File: src/rtl/regfile_rdctl.sv
// regfile_rdctl: read-side controller for the PQR5 register file.
//
// Sits between decode and execute. A request (two source addresses plus a
// payload) is accepted over a valid/ready handshake. In the accept cycle it
// drives the register file's shared read enable and both read addresses.
// One cycle later it returns both operands together with the payload.
//
// The register file has no write-to-read bypass. Its read registers hold
// their data while the read enable is low. This block therefore snoops the
// write port and overrides any operand whose register is written:
//   - in the accept cycle, because the register file still reads the old value;
//   - while the result is held in a stall, because the held read data is stale.
//
// Ports:
//   clk, sreset              clock; synchronous active-high reset
//   i_flush                  kills the held operation, blocks accepts
//   i_vld / o_rdy            upstream handshake
//   i_rs0_addr, i_rs1_addr   source register addresses
//   i_payload                pass-through payload
//   o_rf_rden, o_rf_rsX_addr register-file read drive
//   i_rf_rsX_data            register-file registered read data
//   i_wb_wren/addr/data      snooped register-file write port
//   o_vld / i_rdy            downstream handshake
//   o_rsX_data, o_rsX_addr   operands and their (held) addresses
//   o_payload                held payload
module regfile_rdctl #(
  parameter int XLEN   = 32,
  parameter int PLD_W  = 32,
  parameter bit FWD_EN = 1'b1
) (
  input  logic             clk,
  input  logic             sreset,
  input  logic             i_flush,
  input  logic             i_vld,
  output logic             o_rdy,
  input  logic [4:0]       i_rs0_addr,
  input  logic [4:0]       i_rs1_addr,
  input  logic [PLD_W-1:0] i_payload,
  output logic             o_rf_rden,
  output logic [4:0]       o_rf_rs0_addr,
  output logic [4:0]       o_rf_rs1_addr,
  input  logic [XLEN-1:0]  i_rf_rs0_data,
  input  logic [XLEN-1:0]  i_rf_rs1_data,
  input  logic             i_wb_wren,
  input  logic [4:0]       i_wb_rdt_addr,
  input  logic [XLEN-1:0]  i_wb_rdt_data,
  output logic             o_vld,
  input  logic             i_rdy,
  output logic [XLEN-1:0]  o_rs0_data,
  output logic [XLEN-1:0]  o_rs1_data,
  output logic [4:0]       o_rs0_addr,
  output logic [4:0]       o_rs1_addr,
  output logic [PLD_W-1:0] o_payload
);

  typedef enum logic {
    EMPTY = 1'b0,
    FULL  = 1'b1
  } state_t;

  state_t                      state_q;
  state_t                      state_d;
  logic                        acc;
  logic [1:0][4:0]             req_addr;
  logic [1:0][4:0]             hold_addr_q;
  logic [PLD_W-1:0]            payload_q;
  logic [1:0]                  ovr_q;
  logic [1:0][XLEN-1:0]        ovr_data_q;
  logic [1:0]                  acc_hit;
  logic [1:0]                  hold_hit;

  // Ready is combinational so a new request can enter in the same cycle
  // that the held one leaves.
  assign o_vld = (state_q == FULL);
  assign o_rdy = ~i_flush & (~o_vld | i_rdy);
  assign acc   = i_vld & o_rdy;

  // The read enable is only raised on accept. The register file then keeps
  // the operands in its read registers through a downstream stall.
  assign o_rf_rden     = acc;
  assign o_rf_rs0_addr = i_rs0_addr;
  assign o_rf_rs1_addr = i_rs1_addr;

  assign req_addr = {i_rs1_addr, i_rs0_addr};

  always_ff @(posedge clk) begin
    if (sreset) begin
      state_q <= EMPTY;
    end else begin
      state_q <= state_d;
    end
  end

  always_comb begin
    state_d = state_q;
    case (state_q)
      EMPTY: begin
        if (acc) state_d = FULL;
      end
      FULL: begin
        if (i_flush)    state_d = EMPTY;
        else if (acc)   state_d = FULL;
        else if (i_rdy) state_d = EMPTY;
      end
      default: state_d = EMPTY;
    endcase
  end

  // Snoop-hit detection. x0 is never overridden.
  // A hold hit only matters while stalled. On a transfer the held
  // operands leave at this edge anyway.
  always_comb begin
    acc_hit  = '0;
    hold_hit = '0;
    for (int x = 0; x < 2; x++) begin
      acc_hit[x]  = FWD_EN && i_wb_wren && (i_wb_rdt_addr == req_addr[x])
                    && (req_addr[x] != 5'd0);
      hold_hit[x] = FWD_EN && o_vld && !i_rdy && i_wb_wren
                    && (i_wb_rdt_addr == hold_addr_q[x])
                    && (hold_addr_q[x] != 5'd0);
    end
  end

  // Held copies and override registers.
  // Flush beats everything. An accept re-evaluates the flags for the new
  // request only. A later stall write replaces earlier override data.
  always_ff @(posedge clk) begin
    if (sreset) begin
      hold_addr_q <= '0;
      payload_q   <= '0;
      ovr_q       <= '0;
      ovr_data_q  <= '0;
    end else begin
      if (acc) begin
        hold_addr_q <= req_addr;
        payload_q   <= i_payload;
      end
      for (int x = 0; x < 2; x++) begin
        if (i_flush) begin
          ovr_q[x] <= 1'b0;
        end else if (acc) begin
          ovr_q[x] <= acc_hit[x];
          if (acc_hit[x]) ovr_data_q[x] <= i_wb_rdt_data;
        end else if (hold_hit[x]) begin
          ovr_q[x]      <= 1'b1;
          ovr_data_q[x] <= i_wb_rdt_data;
        end else if (o_vld && i_rdy) begin
          ovr_q[x] <= 1'b0;
        end
      end
    end
  end

  assign o_rs0_data = ovr_q[0] ? ovr_data_q[0] : i_rf_rs0_data;
  assign o_rs1_data = ovr_q[1] ? ovr_data_q[1] : i_rf_rs1_data;
  assign o_rs0_addr = hold_addr_q[0];
  assign o_rs1_addr = hold_addr_q[1];
  assign o_payload  = payload_q;

endmodule
File: config.mk
export PLATFORM = sky130hd
export DESIGN_NAME = regfile_rdctl
export DESIGN_NICKNAME = d
export VERILOG_FILES = /design/src/rtl/regfile_rdctl.sv
export SDC_FILE = /design/constraint.sdc
export NUM_CORES = 1
export LEC_CHECK = 0
export BUFFER_PORTS_ARGS = -buffer_cell sky130_fd_sc_hd__buf_2
export CORE_UTILIZATION = 40
export DETAILED_ROUTE_END_ITERATION = 10
export PLACE_DENSITY = 0.71
export SYNTH_ARGS = -nofsm -noshare
export SYNTH_HDL_FRONTEND = slang
export SYNTH_SLANG_ARGS = --single-unit
export TNS_END_PERCENT = 10
File: constraint.sdc
create_clock -name clk -period 1.9 [get_ports clk]
set_input_delay 0.095 -clock clk [delete_from_list [all_inputs] [get_ports clk]]
set_output_delay 0.095 -clock clk [all_outputs]
set_load 0.005 [all_outputs]
## After elaboration in Yosys (flattened, before gate mapping)

Cells that the tools add are included.

| cells by class | value |
|---|---|
| equal/unequal tests | 6 |
| muxes and demuxes | 18 |
| bitwise logic cells | 5 |
| reduce and logical (&&, ||, !) cells | 23 |

Operator list:

| kind | number |
|---|---|
| 32-bit 2-to-1 mux | 8 |
| 5-bit equality test | 4 |
| 5-bit nonzero test | 4 |
| 1-bit logical AND | 11 |
| 1-bit 2-to-1 mux | 9 |
| 3-bit AND reduction | 2 |
| 3-bit nonzero test | 2 |
| 2-bit by 1-bit inequality test with 1-bit output, second input constant | 2 |
| 2-bit nonzero test | 2 |
| 1-bit bitwise AND | 2 |
| 1-bit inverter | 2 |
| 1-bit case mux with 2 select lines | 1 |
| 2-bit OR reduction | 1 |
| 1-bit zero test | 1 |
| 1-bit OR | 1 |

| storage, ports and cells | value |
|---|---|
| flip-flop bits (word level) | 109 |
| input bits | 149 |
| output and inout bits | 119 |
| word-level logic and storage cells | 60 |

## Longest topological paths before layout

Gate-level depths: netlist (run 1).

| depth | value |
|---|---|
| word-level depth | 7 |
| gate-level depth with buffers | 8 |

## Worst setup path before layout (run 1)

OpenSTA, ideal clock, no wires.

| timing path | value |
|---|---|
| path kind | reg-to-reg |
| start point | register state_q, in the netlist o_vld |
| end point | register ovr_data_q[0] (netlist bit) |
| arrival | 1545 ps |
| setup slack | 236 ps |
| cell stages (with the launch flop) | 9 |
| buffers on the path | 2 |
| period minus slack after synthesis | 1664 ps |
| path through | dfxtp_1 nor2b_4 or3_1 buf_2 inv_4 and4_4 a21oi_4 buf_6 mux2i_1 |

| between the ends | value |
|---|---|
| longest elaborated chain between the ends | 6 |

Ends and longest elaborated chain:

| what | line | source |
|---|---|---|
| start, declared | 61 | `state_t state_q;` |
| start signal, assigned | 90 | `state_q <= state_d;` |
| 1-bit inverter or 1-bit logical AND (tied branches) | 75, 118 |  |
| 1-bit OR or 1-bit logical AND (tied branches) | 75, 118 |  |
| 1-bit bitwise AND or 1-bit logical AND (tied branches) | 75, 119 |  |
| 1-bit bitwise AND or 1-bit logical AND (tied branches) | 76, 120 |  |
| 2-bit by 1-bit inequality test with 1-bit output (no line) or 2-bit nonzero test (tied branches) | n/a |  |
| 3-bit AND reduction (no line) | n/a |  |
| end signal, assigned by index | 143 | `if (acc_hit[x]) ovr_data_q[x] <= i_wb_rdt_data;` |
| end signal, assigned by index | 146 | `ovr_data_q[x] <= i_wb_rdt_data;` |
| end, declared | 68 | `logic [1:0][XLEN-1:0] ovr_data_q;` |

Several ways; a longest one is shown, not always the timed one.
A chain may end at the register's enable or synchronous reset.

## Worst setup path after layout (run 1)

| timing path | value |
|---|---|
| start point | input i_vld |
| end point | output o_rf_rden |

| between the ends | value |
|---|---|
| longest elaborated chain between the ends | 1 |

Ends and longest elaborated chain:

| what | line | source |
|---|---|---|
| start, declared | 34 | `input logic i_vld,` |
| 1-bit bitwise AND | 76 | `assign acc = i_vld & o_rdy;` |
| end, declared | 39 | `output logic o_rf_rden,` |

No other way between the ends.

==> impl_metrics.py, run 1 <==
metrics = {
    "sta": {
        "drv_slew": 0,
        "final_hold_viol_count": 0,
        "rsz0062_at_grt": "no",
        "fin_crit_sh_pct": 95.4,
        "tightest_slew_ns": 0.547,
        "maxSlewHeadroom_pct": 63.3,
        "finalSetupTns_ns": 0,
        "skew_ns": 0.00444,
        "fin_crit_ns": 1.81,
        "finalSetupViolations": 0,
        "timing.fmax_ghz": 0.552,
    },
    "logic_synthesis": {
        "syn_avg_cell_area_um2": 9.43,
        "synth-adder-area-share_pct": 0,
        "synth-compound-area-share_pct": 5.86,
        "synth_top_family_by_area": "multiplexers",
        "ys_ff_latch": 109,
        "yosys.area_share.simple_pct": 20.0,
        "synth_cells": 566,
        "yosysUniqueCellTypes": 28,
        "yosysWarnings": 0,
        "synthMuxAreaShare_pct": 25.5,
        "syn_area_um2": 5340,
        "syn-num-nets": 715,
        "synth_xor_area_share_pct": 2.62,
        "ys_seq_area_share_pct": 40.9,
    },
    "floorplan": {
        "core_region_area_um2": 12800,
        "rows": 41,
        "start_util_pct": 41.6,
        "die_width_um": 118,
        "die_area_um2": 13800,
        "io_pins": 268,
        "die-height_um": 118,
    },
    "power_and_ir_drop": {
        "leakage_nw": 3.64,
        "ir_drop_mv": 0.488,
        "power.total_mw": 4.83,
        "p_per_area_nw_per_um2": 652,
    },
    "cts": {
        "clk_latency_ns": 0.34,
        "clk_pin_slew_ns": 0.07,
        "postCtsSetupBuffers": 0,
        "clk_path_buf_depth": 2,
        "h-tree-depth": 3,
        "cts_inserted_buffers": 9,
        "clock-root-buffer": "clkbuf_16",
        "cts_sinks": 109,
        "cts_tree": "done",
    },
    "worst_setup_path": {
        "startpoint": "i_vld",
        "crit_end": "o_rf_rden",
        "cpMostUsedCell": "buf_2",
        "r2r-start": "o_rs0_addr[3]",
        "crit_fanout": 36,
        "critPathLaunchType": "input port",
        "crit_family": "buffers and inverters",
        "reg2reg_to": "ovr_data_q[19]",
        "rrSetupSlack_ns": 0.17,
        "crit_chain": "dlygate4sd3_1 -> buf_2 -> inv_2 -> or3_1 -> inv_4 -> buf_8 -> buf_2",
        "slowest_stage": "dlygate4sd3_1",
        "path_class": "in2out",
        "critPathBufInv": 6,
        "required_ns": 1.80,
        "worstSetupEndpointType": "output pin",
        "critPathMaxStageDelay_ns": 0.53,
        "cp.arrival_ns": 1.72,
        "reg2reg_depth": 6,
        "cp_num_cells": 7,
    },
    "global_route": {
        "track_usage_pct": 20.6,
        "grt_pass1_wl_um": 23000,
        "grt_pass1_vias": 4714,
        "antenna_found_initial": 0,
        "grt_remaining_overflow": 0,
        "grt_max_degree": 69,
    },
    "final_layout": {
        "final_area_um2": 7410,
        "area_growth_pct": 38.8,
        "n_antenna_cell": 0,
        "final_nets": 990,
        "drive_above_1_share_pct": 43.4,
    },
    "flow_run": {
        "drv_cap": 0,
    },
    "route": {
        "vias": 4799,
        "drt-initial-drc-count": 212,
        "drc": 0,
        "wl_per_cell_um": 14.0,
        "routed_wl_um": 14200,
        "routed_via_density": 4.72,
        "ant_nets": 0,
        "drtPass1Iterations": 4,
    },
    "place": {
        "hpwl_um": 9830,
        "io_buffers": 267,
        "gp_congestion": 0.774,
        "dpl_cell_area_um2": 6800,
    },
    "status": {
        "run_status": "completed",
    },
    "hold_path": {
        "hold_class": "in2reg",
    },
}
==> per-stage QoR <==
stage               setup slack, ns  std cells  hold slack (ns)  util, %
finish                       0.0868       1017           0.0189     57.8
global route                 0.0199       1017           0.0201     57.8
CTS                          0.0476       1017          0.00576     57.7
detailed placement            0.192        970            0.341     53.0
global placement              0.247        970            0.336     53.0
floorplan                     0.236        566            0.219        -
==> area by class of cell <==
class / instances / area (µm²)
inverters: 2 / 10.0
clock buffers: 14 / 274
well taps: 172 / 215
clock inverters: 1 / 5.00
flip-flops and latches: 109 / 2180
repair buffers: 312 / 1840
multi-input cells: 407 / 2880
fillers: 1157 / 5420
==> cells in the mapped netlist <==
| library cell | n | area [µm²] |
|---|---|---|
| buf_2 | 1 | 5.00 |
| nand2_1 | 92 | 345 |
| o21a_1 | 1 | 7.51 |
| buf_1 | 1 | 3.75 |
| xor2_1 | 8 | 70.1 |
| nor4_1 | 4 | 25.0 |
| xnor2_1 | 8 | 70.1 |
| buf_4 | 10 | 75.1 |
| or3_1 | 1 | 6.26 |
| mux2_2 | 64 | 721 |
| nor2_1 | 6 | 22.5 |
| o21ai_0 | 2 | 10.0 |
| nand3_1 | 4 | 20.0 |
| a211oi_1 | 2 | 15.0 |
| dfxtp_1 | 109 | 2180 |
| nor2b_4 | 1 | 13.8 |
| and4_4 | 2 | 22.5 |
| nand2b_1 | 96 | 601 |
| inv_4 | 1 | 6.26 |
| inv_2 | 1 | 3.75 |
| clkbuf_1 | 30 | 113 |
| o41ai_1 | 2 | 17.5 |
| mux2i_1 | 64 | 641 |
| a21oi_1 | 44 | 220 |
| o21ai_1 | 2 | 10.0 |
| a21oi_4 | 2 | 32.5 |
| or2_2 | 2 | 12.5 |
| buf_6 | 6 | 67.6 |
==> worst min-delay path, stage by stage <==
cell and delay [ns]:
buf_2 0.11, nand2_1 0.05, a21oi_1 0.06
==> logic make-up after synthesis <==
family                    Yosys count
AOI/OAI and AO/OA                  55
xor gates and xnor gates           16
DFF                               109
muxes                             128
buffers and inverters              50
and+or+nand+nor                   208
==> flip-flops by register name, summed over array words and instances (netlist names) <==
signal / count
ovr_data_q: 64
o_payload: 32
o_rs0_addr: 5
o_rs1_addr: 5
ovr_q: 2
o_vld: 1
==> cell usage in the layout, fill, tap and decap left out, types with 3 or more instances in the layout <==
master / n
buf_2: 266
dlygate4sd3_1: 32
nor4_1: 4
clkbuf_16: 9
buf_4: 7
nand3_1: 4
xor2_1: 8
buf_12: 6
dfxtp_1: 108
mux2i_1: 64
nor2_1: 6
clkbuf_8: 3
nand2b_1: 96
nand2_1: 92
mux2_2: 64
a21oi_1: 44
xnor2_1: 8
==> worst min path at each step <==
stage                   from             to  slack [ns]  cells past startpoint
2_1_floorplan          i_vld          o_vld        0.22                      1
5_1_grt        i_payload[10]  o_payload[10]        0.02                      3
4_1_cts        i_payload[10]  o_payload[10]       0.006                      3
3_5_place_dp   i_payload[18]  o_payload[18]        0.34                      3
6_report       i_payload[10]  o_payload[10]        0.02                      3
3_3_place_gp    i_payload[1]   o_payload[1]        0.34                      3
==> power breakdown <==
part           total, mW  internal [mW]  switching (mW)
combinational      0.690          0.390           0.299
clock               1.78          0.989           0.790
sequential          2.36           2.33          0.0296
total               4.83           3.71            1.12
==> repair_timing <==
action                                  in CTS  in global routing
pin swaps                                    0                  0
endpoints found under the setup margin       1                  1
endpoints found under the hold margin       32                  0
hold buffers                                32                  0
resized for setup                            1                  1
==> metal layers <==
layer	up-vias	wire length [µm]	GRT usage [%]
met5	-	0	0
met4	0	246	7.69
met3	18	1060	6.06
met2	201	6460	33.8
met1	2142	6440	25.6
li1	2438	-	-
Power figures use the tool's default switching activity.
==> inputs of run 2 (changes only) <==
--- a/config.mk
+++ b/config.mk
@@ -5,10 +5,11 @@
 export SDC_FILE = /design/constraint.sdc
 export NUM_CORES = 1
 export LEC_CHECK = 0
+export ABC_AREA = 1
 export BUFFER_PORTS_ARGS = -buffer_cell sky130_fd_sc_hd__buf_2
 export CORE_UTILIZATION = 40
 export DETAILED_ROUTE_END_ITERATION = 10
-export PLACE_DENSITY = 0.71
+export PLACE_DENSITY = 0.7
 export SYNTH_ARGS = -nofsm -noshare
 export SYNTH_HDL_FRONTEND = slang
 export SYNTH_SLANG_ARGS = --single-unit
==> run 2 against run 1 <==
Compared with the run above:
- power is 12% higher
- core utilization is 2.0 points lower
- area after synthesis is 7.7% higher
- worst hold slack better by 0.0067 ns
- critical endpoint is now ovr_data_q[33]
- highest routed layer unchanged
==> impl_metrics.py, run 2 <==
metrics = {
    "place": {
        "gp_congestion": 0.867,
        "io_buffers": 267,
        "placed_cells": 1330,
        "hpwl_um": 11400,
        "dpl_cell_area_um2": 7110,
    },
    "logic_synthesis": {
        "synth-compound-area-share_pct": 10.9,
        "yosysUniqueCellTypes": 26,
        "ys_ff_latch": 109,
        "yosysWarnings": 0,
        "synthFlopType": "dfxtp_1",
        "syn_area_um2": 5750,
        "ys_seq_area_share_pct": 37.9,
        "yosys.area_share.simple_pct": 34.9,
        "synth.top_cell.area_share_pct": 37.9,
        "netlist_top_cells_count": "nand2_1 (237), nor2_1 (177), inv_1 (118)",
        "synth_top_family_by_area": "simple AND/OR/NAND/NOR gates",
        "syn_avg_cell_area_um2": 6.13,
        "syn-num-nets": 1087,
        "synthMostInstantiatedCell": "nand2_1",
        "synthTopCellsByArea": "dfxtp_1 (38%), nand2_1 (15%), nor2_1 (12%)",
        "synth_area_leader_cell": "dfxtp_1",
        "synthMuxAreaShare_pct": 0,
        "synth_cells": 938,
        "synth_edf_count": 0,
        "synth_xor_area_share_pct": 1.37,
        "synth_async_sr_flop_share_pct": 0,
        "synth-adder-area-share_pct": 0,
    },
    "worst_setup_path": {
        "critPathBufInv": 5,
        "cp.arrival_ns": 1.98,
        "required_ns": 2.20,
        "critPathMaxStageDelay_ns": 0.52,
        "path_class": "in2reg",
        "crit_chain": "dlygate4sd3_1 -> buf_2 -> inv_1 -> nor3_4 -> inv_2 -> nand2_1 -> nand3_4 -> nand2_1 -> inv_2 -> nor2_1",
        "slowest_stage": "dlygate4sd3_1",
        "crit_family": "simple AND/OR/NAND/NOR gates",
        "critPathLaunchType": "input port",
        "worstSetupEndpointType": "flop",
        "crit_fanout": 32,
    },
    "final_layout": {
        "top_register": "ovr_data_q",
        "final_common_cell": "buf_2",
        "final_area_um2": 7770,
        "drive_above_1_share_pct": 26.3,
        "largest_reg_flops": 64,
        "final_nets": 1344,
        "instances_no_fill": 1380,
        "final_util_pct": 55.8,
        "nFillCells": 1370,
        "n_antenna_cell": 0,
        "mostFrequentLayoutCells": "buf_2 (267), nand2_1 (236), nor2_1 (177), inv_1 (118), dfxtp_1 (108)",
        "area_growth_pct": 35.2,
    },
    "sta": {
        "finalSetupTns_ns": 0,
        "rsz0062_at_grt": "no",
        "maxSlewHeadroom_pct": 70.7,
        "skew_ns": 0.00760,
        "fin_crit_sh_pct": 88.7,
        "tightest_slew_ns": 0.440,
        "final_hold_viol_count": 0,
        "finalSetupViolations": 0,
        "fin_crit_ns": 1.68,
        "timing.fmax_ghz": 0.593,
        "drv_slew": 0,
    },
    "floorplan": {
        "die_width_um": 122,
        "start_util_pct": 41.3,
        "die_area_um2": 14900,
        "rows": 43,
        "die-height_um": 122,
        "core_region_area_um2": 13900,
        "io_pins": 268,
    },
    "global_route": {
        "grt_pass1_vias": 5582,
        "antenna_found_initial": 0,
        "grt_remaining_overflow": 0,
        "track_usage_pct": 22.5,
        "grt_max_degree": 76,
        "grt_pass1_wl_um": 26300,
    },
    "power_and_ir_drop": {
        "p_int_mw": 4.00,
        "clkPwrFrac_pct": 38.4,
        "combPwrFrac_pct": 16.5,
        "leakage_nw": 4.21,
        "p_seq_share_pct": 45.0,
        "netSwitchingPower_mw": 1.41,
        "sw_frac_of_total_pct": 26.0,
        "p_per_area_nw_per_um2": 696,
        "ir_drop_mv": 0.587,
    },
    "route": {
        "drt-initial-drc-count": 428,
        "vias": 6329,
        "routed_via_density": 4.59,
        "drc": 0,
        "wl_per_cell_um": 12.3,
        "routed_wl_um": 17000,
        "drtPass1Iterations": 7,
        "ant_nets": 0,
    },
    "hold_path": {
        "hold_class": "in2reg",
    },
    "cts": {
        "h-tree-depth": 3,
        "cts_inserted_buffers": 9,
        "clk_latency_ns": 0.35,
        "postCtsSetupBuffers": 0,
        "holdBufCountCts": 34,
        "cts.repair.resized": 0,
        "clock-root-buffer": "clkbuf_16",
        "cts_sinks": 109,
        "clk_path_buf_depth": 2,
        "cts_tree": "done",
        "clk_pin_slew_ns": 0.07,
    },
    "status": {
        "run_status": "completed",
    },
    "flow_run": {
        "drv_cap": 0,
    },
}
-- run 2: changes by cell type after synthesis, sizes merged, moves of 4 or more --
cell,previous run,this run
nor2,6,179
nand2,92,239
inv,2,127
nand2b,96,0
nand3,4,73
mux2,64,0
mux2i,64,0
o21ai,4,44
a21oi,46,77
buf,18,43
xor2,8,2
nand4,0,5
nor4,4,0
-- run 2: cell type report --
| cell class | count | area (µm²) | share of cell area, % |
|---|---|---|---|
| clock buffers | 11 | 243 | 3.12 |
| clock inverters | 5 | 82.6 | 1.06 |
| inverters | 128 | 480 | 6.18 |
| multi-input cells | 631 | 2720 | 35.0 |
| flip-flops and latches | 109 | 2180 | 28.1 |
| well taps | 180 | 225 | 2.90 |
| repair buffers | 316 | 1840 | 23.7 |
-- run 2: per-stage QoR --
stage               total power [mW]  hold slack [ns]  setup WS (ns)
floorplan                       2.94            0.216          0.489
global placement                3.31            0.315          0.270
detailed placement              3.31            0.323          0.227
CTS                             5.45          0.00398          0.201
global route                    5.67           0.0386         0.0387
finish                          5.41           0.0256          0.215
-- run 2: path summary, 6_finish.rpt --
| path | startpoint | endpoint | slack (ns) | depth (start not counted) |
|---|---|---|---|---|
| max | i_vld | ovr_data_q[33] | 0.22 | 10 |
| min reg2reg | ovr_data_q[18] | ovr_data_q[18] | 0.48 | 2 |
| min | i_rs1_addr[0] | o_rs1_addr[0] | 0.03 | 3 |
| max reg2reg | o_rs1_addr[0] | ovr_data_q[33] | 0.24 | 10 |
-- run 2: per-layer routing --
metal	wire (µm)	vias up	GRT usage, %
met5	0	-	0
met4	310	0	7.02
met3	1170	23	6.27
met2	8170	225	39.5
met1	7370	2721	26.2
li1	-	3360	-
-- run 2: power by group through the flow --
stage / Sequential, mW / Clock (mW) / Combinational (mW)
after global routing: 2.44 / 2.21 / 1.01
after floorplan: 2.48 / 0 / 0.459
final: 2.43 / 2.08 / 0.895
after detailed placement: 2.48 / 0 / 0.830
after global placement: 2.48 / 0 / 0.825
after CTS: 2.43 / 2.13 / 0.888
-- run 2: worst register-to-register path: cells and delay by family, from the launching register on --
kind / cells / cell delay (ns)
buf+inv: 2 / 0.10
simple gates: 8 / 1.08
flops: 1 / 0.44
-- run 2: cells by family after synthesis --
logic type	count (synthesis)
AOI/OAI and AO/OA	124
and+or+nand+nor	498
buffers and inverters	198
xor gates and xnor gates	9
DFF	109
